===== config.mk =====
export PLATFORM = sky130hd
export DESIGN_NAME = taxi_xgmii_link_fault_ctrl
export DESIGN_NICKNAME = d
export VERILOG_FILES = /design/src/rtl/taxi_xgmii_pkg.sv /design/src/rtl/taxi_xgmii_col_classify.sv /design/src/rtl/taxi_xgmii_link_fault_ctrl.sv
export SDC_FILE = /design/constraint.sdc
export NUM_CORES = 1
export LEC_CHECK = 0
export ABC_AREA = 1
export BUFFER_PORTS_ARGS = -buffer_cell sky130_fd_sc_hd__buf_2
export CAP_MARGIN = 15
export CORE_MARGIN = 2
export CORE_UTILIZATION = 50
export DETAILED_ROUTE_END_ITERATION = 8
export PLACE_DENSITY_LB_ADDON = 0.1
export RECOVER_POWER = 100
export SETUP_SLACK_MARGIN = 0.02
export SLEW_MARGIN = 20
export SYNTH_ARGS = -nofsm -noshare
export SYNTH_HDL_FRONTEND = slang
export SYNTH_SLANG_ARGS = --single-unit

===== constraint.sdc =====
create_clock -name clk -period 3.4 [get_ports clk]
set_input_delay 0.17 -clock clk [delete_from_list [all_inputs] [get_ports clk]]
set_output_delay 0.17 -clock clk [all_outputs]
set_load 0.005 [all_outputs]

===== src/rtl/taxi_xgmii_pkg.sv =====
// XGMII character codes, link-fault types and helpers shared by the
// link-fault controller and its column classifier.
package taxi_xgmii_pkg;

    // XGMII control characters
    localparam logic [7:0] XGMII_IDLE  = 8'h07;
    localparam logic [7:0] XGMII_START = 8'hFB;
    localparam logic [7:0] XGMII_TERM  = 8'hFD;
    localparam logic [7:0] XGMII_ERROR = 8'hFE;
    localparam logic [7:0] XGMII_SEQ   = 8'h9C;

    // Lane-3 code of a sequence ordered set that identifies the fault type
    localparam logic [7:0] SEQ_CODE_LF = 8'h01;
    localparam logic [7:0] SEQ_CODE_RF = 8'h02;

    typedef enum logic [1:0] {
        LINK_OK     = 2'b00,
        LINK_LOCAL  = 2'b01,
        LINK_REMOTE = 2'b10
    } link_status_e;

    typedef enum logic {
        FAULT_LF = 1'b0,
        FAULT_RF = 1'b1
    } fault_type_e;

    typedef enum logic [1:0] {
        TX_NORMAL    = 2'b00,
        TX_SEND_RF   = 2'b01,
        TX_SEND_IDLE = 2'b10
    } tx_fault_mode_e;

    // Link state declared by a run of sequences of the given type
    function automatic link_status_e fault_state(input fault_type_e t);
        return (t == FAULT_RF) ? LINK_REMOTE : LINK_LOCAL;
    endfunction

    // A local fault answers with remote-fault sequences; a remote fault
    // answers by sending idles instead of frames.
    function automatic tx_fault_mode_e tx_mode_for(input link_status_e s);
        case (s)
            LINK_LOCAL:  return TX_SEND_RF;
            LINK_REMOTE: return TX_SEND_IDLE;
            default:     return TX_NORMAL;
        endcase
    endfunction

endpackage


===== src/rtl/taxi_xgmii_col_classify.sv =====
// Decodes one 4-lane XGMII column: local/remote fault sequence ordered
// sets, a start character in the column's first lane, and a terminate
// character in any lane.
module taxi_xgmii_col_classify
    import taxi_xgmii_pkg::*;
(
    input  logic [31:0] col_rxd,
    input  logic [3:0]  col_rxc,
    output logic        is_lf,
    output logic        is_rf,
    output logic        is_start,
    output logic        is_term
);

    logic seq_hdr;

    // Sequence ordered set: only lane 0 is control, 9C followed by 00 00
    assign seq_hdr = (col_rxc == 4'b0001) && (col_rxd[7:0] == XGMII_SEQ) &&
                     (col_rxd[15:8] == 8'h00) && (col_rxd[23:16] == 8'h00);

    assign is_lf    = seq_hdr && (col_rxd[31:24] == SEQ_CODE_LF);
    assign is_rf    = seq_hdr && (col_rxd[31:24] == SEQ_CODE_RF);
    assign is_start = col_rxc[0] && (col_rxd[7:0] == XGMII_START);

    // Terminate may sit in any lane of the column
    always_comb begin
        // NOTE: every signal written in always_comb gets a default first so no path leaves it unassigned (which would infer a latch).
        is_term = 1'b0;
        for (int lane = 0; lane < 4; lane++) begin
            if (col_rxc[lane] && (col_rxd[8*lane +: 8] == XGMII_TERM)) begin
                is_term = 1'b1;
            end
        end
    end

endmodule


===== src/rtl/taxi_xgmii_link_fault_ctrl.sv =====
// XGMII link-fault state machine: counts runs of local/remote fault
// sequences on the receive bus, declares link status, steers the
// transmitter's fault response and gates the frame receiver's enable on
// frame boundaries.
module taxi_xgmii_link_fault_ctrl
    import taxi_xgmii_pkg::*;
#(
    parameter int DATA_W     = 64,
    parameter int COL_WINDOW = 128,
    parameter int SEQ_THRESH = 4,
    parameter int CNT_W      = 16
) (
    input  logic                clk,
    input  logic                rst,
    input  logic [DATA_W-1:0]   xgmii_rxd,
    input  logic [DATA_W/8-1:0] xgmii_rxc,
    input  logic                cfg_rx_enable,
    input  logic                stat_clear,
    output logic                rx_enable,
    output logic [1:0]          link_status,
    output logic [1:0]          tx_fault_mode,
    output logic [CNT_W-1:0]    stat_local_fault_cnt,
    output logic [CNT_W-1:0]    stat_remote_fault_cnt
);

    if (DATA_W != 64) begin : g_data_w_check
        $fatal(1, "taxi_xgmii_link_fault_ctrl: DATA_W must be 64");
    end

    localparam int COL_W = $clog2(COL_WINDOW + 1);
    localparam int SEQ_W = $clog2(SEQ_THRESH + 1);
    localparam logic [COL_W-1:0] COL_MAX = COL_W'(COL_WINDOW);
    localparam logic [SEQ_W-1:0] SEQ_MAX = SEQ_W'(SEQ_THRESH);

    logic [1:0] col_lf;
    logic [1:0] col_rf;
    logic [1:0] col_start;
    logic [1:0] col_term;

    for (genvar c = 0; c < 2; c++) begin : g_col
        taxi_xgmii_col_classify u_classify (
            .col_rxd  (xgmii_rxd[32*c +: 32]),
            .col_rxc  (xgmii_rxc[4*c +: 4]),
            .is_lf    (col_lf[c]),
            .is_rf    (col_rf[c]),
            .is_start (col_start[c]),
            .is_term  (col_term[c])
        );
    end

    link_status_e     state_q, state_d;
    fault_type_e      last_type_q, last_type_d;
    logic [SEQ_W-1:0] seq_cnt_q, seq_cnt_d;
    logic [COL_W-1:0] col_cnt_q, col_cnt_d;
    logic             in_frame_q, in_frame_d;
    fault_type_e      col_type;
    logic             local_event;
    logic             remote_event;
    logic             rx_en_update;
    logic             rx_en_target;

    // State register for the fault FSM and its run/window counters
    always_ff @(posedge clk) begin
        if (rst) begin
            state_q     <= LINK_OK;
            last_type_q <= FAULT_LF;
            seq_cnt_q   <= '0;
            col_cnt_q   <= COL_MAX;
            in_frame_q  <= 1'b0;
        end else begin
            // NOTE: sequential state uses non-blocking assignments so every register samples its pre-edge inputs.
            state_q     <= state_d;
            last_type_q <= last_type_d;
            seq_cnt_q   <= seq_cnt_d;
            col_cnt_q   <= col_cnt_d;
            in_frame_q  <= in_frame_d;
        end
    end

    // Walk column 0 then column 1, carrying counters and frame state across
    always_comb begin
        state_d     = state_q;
        last_type_d = last_type_q;
        seq_cnt_d   = seq_cnt_q;
        col_cnt_d   = col_cnt_q;
        in_frame_d  = in_frame_q;
        col_type    = FAULT_LF;
        // NOTE: blocking assignments here are deliberate: column 1 must see the values column 0 just produced.
        for (int c = 0; c < 2; c++) begin
            if (col_lf[c] || col_rf[c]) begin
                col_type = col_rf[c] ? FAULT_RF : FAULT_LF;
                if ((col_type == last_type_d) && (col_cnt_d < COL_MAX)) begin
                    if (seq_cnt_d < SEQ_MAX) begin
                        seq_cnt_d = seq_cnt_d + SEQ_W'(1);
                    end
                end else begin
                    seq_cnt_d   = SEQ_W'(1);
                    last_type_d = col_type;
                end
                col_cnt_d  = '0;
                in_frame_d = 1'b0;
            end else begin
                if (col_cnt_d < COL_MAX) begin
                    col_cnt_d = col_cnt_d + COL_W'(1);
                end
                // A start only ever sits in lane 0, so a terminate in the
                // same column always follows it and wins.
                if (col_start[c]) begin
                    in_frame_d = 1'b1;
                end
                if (col_term[c]) begin
                    in_frame_d = 1'b0;
                end
            end
            if (seq_cnt_d == SEQ_MAX) begin
                state_d = fault_state(last_type_d);
            end
            if (col_cnt_d == COL_MAX) begin
                state_d   = LINK_OK;
                seq_cnt_d = '0;
            end
        end
    end

    // Only entries into a fault state count; holding the same state does not
    assign local_event  = (state_d == LINK_LOCAL)  && (state_q != LINK_LOCAL);
    assign remote_event = (state_d == LINK_REMOTE) && (state_q != LINK_REMOTE);

    // The enable target follows the status being registered this edge, and
    // may only move when no frame is open at the end of the cycle and none
    // is starting in it, so the receiver never sees a partial frame.
    assign rx_en_target = cfg_rx_enable && (state_d == LINK_OK);
    assign rx_en_update = !in_frame_d && !(|col_start);

    // Frame-boundary gated receive enable
    always_ff @(posedge clk) begin
        if (rst) begin
            rx_enable <= 1'b0;
        end else if (rx_en_update) begin
            rx_enable <= rx_en_target;
        end
    end

    function automatic logic [CNT_W-1:0] count_next(input logic [CNT_W-1:0] cnt,
                                                    input logic             event_hit,
                                                    input logic             clear);
        if (clear) begin
            return event_hit ? CNT_W'(1) : '0;
        end
        if (event_hit && (cnt != '1)) begin
            return cnt + CNT_W'(1);
        end
        return cnt;
    endfunction

    // Saturating fault-declaration counters with clear-and-count priority
    always_ff @(posedge clk) begin
        if (rst) begin
            stat_local_fault_cnt  <= '0;
            stat_remote_fault_cnt <= '0;
        end else begin
            stat_local_fault_cnt  <= count_next(stat_local_fault_cnt, local_event, stat_clear);
            stat_remote_fault_cnt <= count_next(stat_remote_fault_cnt, remote_event, stat_clear);
        end
    end

    // Outputs derived from the registered link state
    always_comb begin
        link_status   = state_q;
        tx_fault_mode = tx_mode_for(state_q);
    end

endmodule


==> flow_metrics.tcl <==
set metrics [dict create \
    status "finished, final reports clean" \
    cts_buffers 5 \
    grt_start_max_net_pins 25 \
    syn_inst 680 \
    leakage_nw 2.17 \
    drive_above_1_share_pct 17.9 \
    rows 32 \
    grt_util_met1_pct 29.0 \
    syn-mean-instance-area_um2 5.77 \
    cp-end-kind "flip-flop" \
    powerDensity_nw_per_um2 252 \
    drtIter0Drc 168 \
    fin_setup_tns_ns 0 \
    internal-power_w 0.000909 \
    worstSetupPathType "flip-flop to flip-flop" \
    gp_congestion 0.895 \
    final_common_cell "nand2_1" \
    utilization_pct 62.0 \
    grtUsageMet3_pct 2.93 \
    synth.yosys.warnings 0 \
    synth_top_family_by_area "simple AND/OR/NAND/NOR gates" \
    reg2reg_depth 19 \
    fmax_mhz 327 \
    crit_family "simple AND/OR/NAND/NOR gates" \
    yosys.area.top_type "dfxtp_1" \
    irDropWorstVdd_mv 0.216 \
    fillers 755 \
    min_to "stat_remote_fault_cnt[0]" \
    die_area_um2 8570 \
    period_share_pct 89.9 \
    clock_latency_ns 0.31 \
    grt_usage_pct 24.8 \
    ys_seq_area_share_pct 24.5 \
    drv_cap 0 \
    skew_ns 0.00744 \
    whs_path_depth 5 \
    p_sw_w 0.000286 \
    coreArea_um2 7650 \
    max_slew_margin_pct 63.8 \
    synth_edf_count 0 \
    overflow 0 \
    vias 4640 \
    synth_xor_xnor_area_share_pct 1.56 \
    hold_class "input port to flip-flop" \
    yosys-top-cells-area "dfxtp_1 25%, nand2_1 15%, inv_1 11%, nor2_1 11%, nand3_1 7.7%" \
    start_kind "flip-flop" \
    sw_frac_of_total_pct 24.0 \
    grt_pass1_vias 4402 \
    crit_required_ns 3.61 \
    yosys.area.top_type_share_pct 24.5 \
    timing.rr.start "col_cnt_q[3]" \
    syn-num-nets 762 \
    hold_violations 0 \
    rsz0062_at_grt "no" \
    grtUsageMet2_pct 46.5 \
    clk_pin_slew_ns 0.10 \
    ys_types 43 \
    fin_crit_ns 3.06 \
    p_seq_share_pct 47.1 \
    synth-async-reset-ratio_pct 0 \
    ys_ff_latch 48 \
    path_depth 19 \
    die_y_um 92.6 \
    dpl-instance-area_um2 4570 \
    crit_top_cell "nand2_1" \
    fin_ws_ns 0.342 \
    busiest_layer "met2" \
    slowest_stage "o21ai_0" \
    clock-sinks 48 \
    max_stage_delay_ns 0.44 \
    drt-pass1-iter-count 5 \
    syn2layout_area_growth_pct 20.9 \
    synth_compound_area_share_pct 7.79 \
    path_max_fanout 23 \
    cts_tree "done" \
    clockBufferDepth 2 \
    hpwl_mm 8.38 \
    grt_pass1_wl_mm 18.0 \
    drc 0 \
    h-tree-depth 2 \
    combPwrFrac_pct 10.2 \
    initial_core_util_pct 51.3 \
    wl_mm 10.8 \
    num_io_pins 113 \
    tightest_slew_ns 0.538 \
    final_area_um2 4740 \
    path_cells "nand2_1 > nor2_1 > nand2_1 > o21ai_0 > nand3_1 > clkinv_1 > nand3_2 > nand2_1 > nand2_1 > nand2_1 > nand2_1 > nor2_2 > nand3_1 > nand2_1 > nand3_1 > nor2_4 > nand2_8 > nor3b_1 > nor2_1" \
    cp.arrival_ns 3.27 \
    final_cell_mix "151 x nand2_1, 117 x inv_1, 112 x nor2_1" \
    n_antenna_cell 0 \
    cp_num_buf_inv 1 \
    antenna_left 0 \
    setup_viol 0 \
    r2r_end "stat_remote_fault_cnt[4]" \
    die_w_um 92.6 \
    cts-root-buf "clkbuf_8" \
    yosys_most_used_dff "dfxtp_1" \
    reg2reg_slack_ns 0.34 \
    via_per_inst 5.16 \
    synth_area_um2 3920 \
    antenna_found_initial 0 \
    io_buffer_count 112 \
    synthAdderAreaFrac_pct 1.91 \
    dp_slack_ns 0.190 \
    num-nets-final 878 \
    synthSimpleGateAreaFrac_pct 50.5 \
    wire_per_inst_um 12.0 \
    report.final.slew_viol_count 0 \
    synth_mux_area_share_pct 0.255 \
    min_from "stat_clear" \
    clockPowerShare_pct 42.7 \
]
## cell families (layout without fill, tap and decap cells)
family,after synthesis,count (layout)
adder cells (fa/ha/maj),6,6
AO/OA/AOI/OAI,52,52
XOR/XNOR,7,7
AND/OR/NAND/NOR,431,432
flip-flops,48,48
buffers and inverters,135,251
multiplexers,1,1
## how the worst max path moves through the flow
stage	from	slack, ns	endpoint
2_1_floorplan	xgmii_rxd[16]	0.64	stat_remote_fault_cnt[4]
3_3_place_gp	xgmii_rxd[28]	0.28	stat_remote_fault_cnt[12]
3_5_place_dp	xgmii_rxd[28]	0.19	stat_local_fault_cnt[4]
4_1_cts	col_cnt_q[0]	0.24	stat_local_fault_cnt[4]
5_1_grt	col_cnt_q[4]	0.03	stat_remote_fault_cnt[4]
6_report	col_cnt_q[3]	0.34	stat_remote_fault_cnt[4]
## per-layer routing
layer,wire [um],vias up
met5,0,-
met4,204,0
met3,546,19
met2,5350,134
met1,4690,2062
li1,-,2425
## metrics by stage
step,cells,hold slack (ns),total power [W]
detailed placement,887,0.466,0.000697
global placement,887,0.452,0.000694
global route,899,0.222,0.00123
finish,899,0.209,0.00120
floorplan,680,0.249,0.000629
CTS,895,0.210,0.00120
## flip-flops by register name, summed over array words and instances (netlist names)
| signal | flops |
|---|---|
| seq_cnt_q | 3 |
| stat_local_fault_cnt | 16 |
| col_cnt_q | 8 |
| link_status | 2 |
| rx_enable | 1 |
| last_type_q | 1 |
| stat_remote_fault_cnt | 16 |
| in_frame_q | 1 |
## area by class of cell
type                       instances  area (um^2)  area share (%)
multi-input combinational        498         2460            52.0
sequential                        48          962            20.3
timing repair buffer             117          578            12.2
inverter                         126          473            9.97
tap                              102          128            2.69
clock buffer                       5         68.8            1.45
clock inverter                     3         68.8            1.45
## timing repair
action / in CTS / in global routing
resized for setup: 0 / 17
hold endpoints to repair: 0 / 0
endpoints found under the setup margin: 0 / 32
hold buffers: 0 / 0
buffers inserted: 0 / 3
## power groups by stage
| stage | logic [W] | clock network, W | registers, W |
|---|---|---|---|
| after floorplan | 0.0000532 | 0 | 0.000576 |
| after global placement | 0.000118 | 0 | 0.000576 |
| after detailed placement | 0.000121 | 0 | 0.000576 |
| after CTS | 0.000122 | 0.000516 | 0.000563 |
| after global routing | 0.000138 | 0.000534 | 0.000563 |
| final | 0.000122 | 0.000510 | 0.000563 |
## synth_stat cells (3+ instances only)
| master | number |
|---|---|
| nor2_4 | 4 |
| a21oi_1 | 20 |
| ha_1 | 6 |
| o21ai_1 | 11 |
| nand3_1 | 60 |
| buf_2 | 3 |
| nor3b_1 | 3 |
| nor3_1 | 31 |
| nor4_1 | 10 |
| nor2_1 | 114 |
| nand4_1 | 35 |
| nor2_2 | 3 |
| inv_2 | 7 |
| o21ai_0 | 8 |
| nand3_2 | 3 |
| dfxtp_1 | 48 |
| inv_1 | 117 |
| nand2_1 | 153 |
| xor2_1 | 5 |
| clkbuf_1 | 3 |
| nand2_2 | 3 |
| o21ai_2 | 5 |
## tightest hold or removal path, delay by kind of cell
kind            cells  cell delay, ns
compound gates      1            0.04
simple gates        2            0.11
buf+inv             2            0.16
No activity file was read; power rests on OpenSTA's default activity.
